==> src/rtl/cpu_pkg.sv <==
// cpu_pkg
// Shared definitions for the data-memory path: default address/data widths
// (common with the Mem model) and the arbiter/sequencer state encoding.
package cpu_pkg;

    localparam int AW_DEF = 8;
    localparam int DW_DEF = 8;

    typedef enum logic [1:0] {
        ST_IDLE    = 2'd0,
        ST_RD_ADDR = 2'd1,
        ST_RD_DATA = 2'd2,
        ST_WR      = 2'd3
    } state_t;

endpackage

==> src/rtl/rr_arb2.sv <==
// rr_arb2
// Combinational two-way grant.
//   valid      in  2  request vector {valid1, valid0}
//   last_grant in  1  port that won the previous accepted request
//   grant      out 2  one-hot grant (all zero when nothing is valid)
// FIXED_PRIO != 0 makes port 0 win every tie; otherwise a tie goes to the
// port that did not win last time.
module rr_arb2 #(
    parameter int FIXED_PRIO = 0
) (
    input  logic [1:0] valid,
    input  logic       last_grant,
    output logic [1:0] grant
);

    always_comb begin
        grant = valid;
        if (valid == 2'b11) begin
            grant = ((FIXED_PRIO != 0) || last_grant) ? 2'b01 : 2'b10;
        end
    end

endmodule

==> src/rtl/dmem_arbiter.sv <==
// dmem_arbiter
// Arbitrates load/store requests from two requesters (port 0: CPU load/store
// stage, port 1: debug/DMA loader) and sequences them onto the single-port
// data memory, honouring its registered-read timing.
//   clk, rst                 clock, async active-high reset
//   reqN_valid/we/addr/wdata request from port N, held until reqN_ready
//   reqN_ready               accept strobe, combinational, IDLE only
//   reqN_rvalid/rdata        one-cycle load-data pulse and held load data
//   busy                     high in any non-IDLE state
//   mem_r/mem_w/mem_add      registered Mem control and address
//   mem_wdata/mem_oe         store data and drive enable for the Data bus
//   mem_rdata                Mem Data bus as seen by the arbiter
//
// state      | meaning
// -----------+------------------------------------------------------------
// ST_IDLE    | no access in flight; arbitrate and accept one request
// ST_RD_ADDR | mem_r high, address presented; Mem registers the read
// ST_RD_DATA | mem_r and address held so Mem keeps driving Data
// ST_WR      | mem_w/mem_oe high with address and data; written at cycle end
module dmem_arbiter
    import cpu_pkg::*;
#(
    parameter int AW         = AW_DEF,
    parameter int DW         = DW_DEF,
    parameter int FIXED_PRIO = 0
) (
    input  logic          clk,
    input  logic          rst,

    input  logic          req0_valid,
    input  logic          req0_we,
    input  logic [AW-1:0] req0_addr,
    input  logic [DW-1:0] req0_wdata,
    output logic          req0_ready,
    output logic          req0_rvalid,
    output logic [DW-1:0] req0_rdata,

    input  logic          req1_valid,
    input  logic          req1_we,
    input  logic [AW-1:0] req1_addr,
    input  logic [DW-1:0] req1_wdata,
    output logic          req1_ready,
    output logic          req1_rvalid,
    output logic [DW-1:0] req1_rdata,

    output logic          busy,
    output logic          mem_r,
    output logic          mem_w,
    output logic [AW-1:0] mem_add,
    output logic [DW-1:0] mem_wdata,
    output logic          mem_oe,
    input  logic [DW-1:0] mem_rdata
);

    state_t        state;
    logic          last_grant;
    logic          owner;
    logic [1:0]    grant;

    logic          sel_port;
    logic          sel_we;
    logic [AW-1:0] sel_addr;
    logic [DW-1:0] sel_wdata;

    rr_arb2 #(
        .FIXED_PRIO (FIXED_PRIO)
    ) u_arb (
        .valid      ({req1_valid, req0_valid}),
        .last_grant (last_grant),
        .grant      (grant)
    );

    assign req0_ready = (state == ST_IDLE) && grant[0];
    assign req1_ready = (state == ST_IDLE) && grant[1];

    assign sel_port  = grant[1];
    assign sel_we    = sel_port ? req1_we    : req0_we;
    assign sel_addr  = sel_port ? req1_addr  : req0_addr;
    assign sel_wdata = sel_port ? req1_wdata : req0_wdata;

    // The Data bus is driven exactly while a store is presented.
    assign mem_oe = mem_w;

    always_ff @(posedge clk or posedge rst) begin
        if (rst) begin
            state       <= ST_IDLE;
            last_grant  <= 1'b1;
            owner       <= 1'b0;
            busy        <= 1'b0;
            mem_r       <= 1'b0;
            mem_w       <= 1'b0;
            mem_add     <= '0;
            mem_wdata   <= '0;
            req0_rvalid <= 1'b0;
            req1_rvalid <= 1'b0;
            req0_rdata  <= '0;
            req1_rdata  <= '0;
        end else begin
            req0_rvalid <= 1'b0;
            req1_rvalid <= 1'b0;
            case (state)
                ST_IDLE: begin
                    if (grant != 2'b00) begin
                        owner      <= sel_port;
                        last_grant <= sel_port;
                        mem_add    <= sel_addr;
                        busy       <= 1'b1;
                        if (sel_we) begin
                            mem_w     <= 1'b1;
                            mem_wdata <= sel_wdata;
                            state     <= ST_WR;
                        end else begin
                            mem_r <= 1'b1;
                            state <= ST_RD_ADDR;
                        end
                    end
                end
                ST_RD_ADDR: begin
                    state <= ST_RD_DATA;
                end
                ST_RD_DATA: begin
                    // Mem has been driving its registered read data for this
                    // whole cycle; take it for whichever port owns the read.
                    state <= ST_IDLE;
                    mem_r <= 1'b0;
                    busy  <= 1'b0;
                    if (owner) begin
                        req1_rdata  <= mem_rdata;
                        req1_rvalid <= 1'b1;
                    end else begin
                        req0_rdata  <= mem_rdata;
                        req0_rvalid <= 1'b1;
                    end
                end
                ST_WR: begin
                    state <= ST_IDLE;
                    mem_w <= 1'b0;
                    busy  <= 1'b0;
                end
                default: begin
                    state <= ST_IDLE;
                    mem_r <= 1'b0;
                    mem_w <= 1'b0;
                    busy  <= 1'b0;
                end
            endcase
        end
    end

endmodule

==> config.mk <==
export PLATFORM = sky130hd
export DESIGN_NAME = dmem_arbiter
export DESIGN_NICKNAME = d
export VERILOG_FILES = /design/src/rtl/cpu_pkg.sv /design/src/rtl/rr_arb2.sv /design/src/rtl/dmem_arbiter.sv
export SDC_FILE = /design/constraint.sdc
export NUM_CORES = 1
export LEC_CHECK = 0
export ABC_AREA = 1
export CORE_MARGIN = 2
export CORE_UTILIZATION = 41
export CTS_CLUSTER_DIAMETER = 30
export DETAILED_ROUTE_END_ITERATION = 10
export PLACE_DENSITY = 0.79
export SETUP_SLACK_MARGIN = 0.3
export SLEW_MARGIN = 10
export SYNTH_ARGS = -nofsm -noshare
export SYNTH_HDL_FRONTEND = slang
export SYNTH_SLANG_ARGS = --single-unit
==> constraint.sdc <==
create_clock -name clk -period 1.69 [get_ports clk]
set_input_delay 0.507 -clock clk [delete_from_list [all_inputs] [get_ports clk]]
set_output_delay 0.507 -clock clk [all_outputs]
set_load 0.02 [all_outputs]
==> metrics.md <==
| Metric | Value |
|---|---|
| Post-synth top area share | `53.0%` |
| Power density over the cells | `between 1500 and 2000 mW/mm^2` |
| Iteration-0 DRC Markers | `101` |
| Period utilisation layout | `103%` |
| LEAKAGE | `between 0.0015 and 0.002 uW` |
| GRT overflow | `0` |
| Critical Path RT | `1.18 ns` |
| Syn Nets | `roughly 270` |
| Largest net degree at the start of global routing | `25` |
| Violated checks | `setup timing` |
| Critical path type | `reg2out` |
| Worst hold path type | `reg2reg` |
| Post-route ant nets | `0` |
| Worst Skew | `0.00650 ns` |
| Reg-to-reg slack, setup | `between 0.1 and 0.15 ns` |
| Synth Instances | `220` |
| CP max FO | `3` |
| Synth area leaders | `dfrtp_1 53%, nand2_1 18%, inv_1 5.8%` |
| Die area | `0.00516 mm^2` |
| Fmax | `roughly 0.57 GHz` |
| Reg2reg end | `mem_add[7]$_DFFE_PP0P_` |
| Hold_sp | `mem_add[7]$_DFFE_PP0P_` |
| Clock Tree Buf Depth | `2` |
| Drt via density | `4.75` |
| CTS Sinks | `41` |
| Final Power | `5670 uW` |
| First-pass GRT wire length | `7860 um` |
| Rel. slew slack | `81.6%` |
| Antenna violations before repair | `0` |
| Yosys cell types | `20` |
| Setup slack after layout | `-0.0580 ns` |
| Number of buffers created by CTS | `5` |
| Htree depth | `2` |
| # diodes | `0` |
| Post-DP HPWL | `3440 um` |
| Hold path depth | `2` |
| Die Span X | `71.9 um` |
| Slew @ Worst Pin | `0.275 ns` |
| Drt pass-1 iters | `4` |
| Layout fillers | `331` |
| RSZ-0062 raised after global routing | `true` |
| DP Worst Slack | `-0.672 ns` |
| Final setup violation count | `2` |
| Post-route minimum period | `1.75 ns` |
| WHS Endpoint | `mem_add[7]$_DFFE_PP0P_` |
| Worst reg-to-reg path cell count | `9` |
| Layout cells sized above 1 | `33.3%` |
| Worst IR Drop VDD | `approximately 1.0 mV` |
| Area grow syn2layout | `68.7%` |
| WL/cell | `13.6 um` |
| Worst-skew pair later-pin latency | `0.30 ns` |
| Commonest non-fill, non-tap cell in the layout | `nand2_1` |
| Leading area contributor after synthesis | `dfrtp_1` |
| Total core area | `0.00438 mm^2` |
| Vias in the first global route | `1655` |
| Drc violations | `0` |
| Reg area | `0.00103 mm^2` |
| Final Hold Vio Count | `0` |
| Crit end category | `output pin` |
| Total Routing Usage GR | `19.8%` |
| Commonest cells after routing, fill and taps aside | `82 x nand2_1, 43 x clkdlybuf4s50_1, 40 x dfrtp_1` |
| Clock Root Buffer | `clkbuf_8` |
| CTS tree | `built` |
| Register area share after synthesis | `between 50 and 60%` |
| Gpl congestion | `0.769` |
| CP Launch Type | `flip-flop` |
| Status | `finished with violations` |
| Port bufs | `85` |
| Final net count | `roughly 380` |
| Arrival @ worst endpoint | `1.24 ns` |
| Critical R2R Launch | `last_grant$_DFFE_PP1P_` |
| Syn Area/Cell | `8.58 um^2` |
| Die height | `71.9 um` |
| Flop and latch count out of synthesis | `41` |
| Max-cap violations | `0` |
| Routed vias | `1829` |
| CTS clk-pin slew, worst paths | `0.08 ns` |
| YS warnings | `0` |
| Slew Viols, Final | `0` |
| Synth Cell Area | `~0.0019 mm^2` |
| Detailed Route WL | `approximately 5200 um` |
| Site row count | `24` |
| Starting density of the core | `a little over two fifths` |
| # IOs | `86` |
| Area taken by multi-input logic gates | `832 um^2` |
sequential cells by signal (all words and copies together), names as in the netlist:
register,cells
state,2
last_grant,1
req1_rdata,8
req0_rvalid,1
mem_r,1
req0_rdata,8
mem_add,8
mem_oe,1
busy,1
mem_wdata,8
req1_rvalid,1
owner,1
layer usage:
metal	vias up	part of all wire, %	wire length [um]	global-route usage [%]
met5	-	0	0	0
met3	13	4.5	236	6.05
met2	54	49	2570	30.5
met4	0	2.8	145	7.55
li1	909	-	-	-
met1	853	44	2290	26.3
through the flow:
| step | TNS, ns | hold WS [ns] | instance area, um^2 | utilization [%] | cells |
|---|---|---|---|---|---|
| 5_1_grt | -0.226 | 0.490 | 3180 | 72.6 | 385 |
| 6_report | -0.105 | 0.477 | 3180 | 72.6 | 385 |
| 3_3_place_gp | -5.68 | 0.462 | 2880 | 65.7 | 361 |
| 4_1_cts | -0.113 | 0.481 | 2850 | 64.9 | 370 |
| 2_1_floorplan | 0 | 0.488 | 1890 | - | 220 |
| 3_5_place_dp | -6.24 | 0.464 | 2880 | 65.7 | 361 |
worst max path at each step:
stage / start / to / slack (ns) / depth (start not counted)
after detailed placement: req1_valid / req0_ready / -0.67 / 5
after floorplan: req0_valid / req1_ready / 0.31 / 3
after CTS: last_grant$_DFFE_PP1P_ / req1_ready / -0.06 / 5
after global placement: req1_valid / req0_ready / -0.66 / 5
final: last_grant$_DFFE_PP1P_ / req0_ready / -0.06 / 5
after global routing: last_grant$_DFFE_PP1P_ / req0_ready / -0.12 / 5
cells in the mapped netlist:
| cell type | instances |
|---|---|
| inv_1 | 29 |
| nand2_2 | 5 |
| o21ai_2 | 8 |
| a21oi_1 | 2 |
| dfstp_2 | 1 |
| inv_4 | 1 |
| nand2_4 | 2 |
| buf_6 | 3 |
| buf_2 | 2 |
| buf_4 | 2 |
| nor2_4 | 1 |
| nand3_1 | 11 |
| a21boi_1 | 1 |
| o21ai_0 | 3 |
| nand3_2 | 2 |
| dfrtp_1 | 40 |
| o211ai_1 | 8 |
| nor2_2 | 1 |
| o21ai_1 | 8 |
| nand2_1 | 90 |
cell type report:
class                   count  area share (%)
clock buffers               6            2.59
clock inverters             2            1.18
inverters                  30            3.89
multi-input cells         144            26.1
flip-flops and latches     41            32.3
well taps                  52            2.04
repair buffers            110            31.9
power by group:
| group | leakage [uW] | total, uW | switching, uW | internal (uW) |
|---|---|---|---|---|
| Combinational | 0.00113 | 3090 | 1750 | 1340 |
| Clock | 0.0000574 | 831 | 351 | 480 |
| Sequential | 0.000503 | 1750 | 282 | 1470 |
| Total | 0.00169 | 5670 | 2390 | 3290 |
cell families after synthesis:
logic type / after synthesis / synth area share (%)
AOI/OAI and AO/OA: 30 / 10.7
buffers and inverters: 37 / 9.21
DFF: 41 / 54.4
and+or+nand+nor: 112 / 25.6
critical path, stage by stage (launching register included):
cell and delay, ns:
dfstp_2 0.55, inv_1 0.06, nand2_2 0.07, nand3_2 0.08, inv_2 0.08, buf_6 0.11
timing repair:
action / 4_1_cts / 5_1_grt
endpoints found under the hold margin: 0 / 0
gates cloned: 1 / 4
endpoints found under the setup margin: 60 / 52
gates resized for setup: 175 / 48
pin swaps: 1 / 10
setup buffers: 0 / 11
hold buffers: 0 / 0
Power figures use the tool's default switching activity.
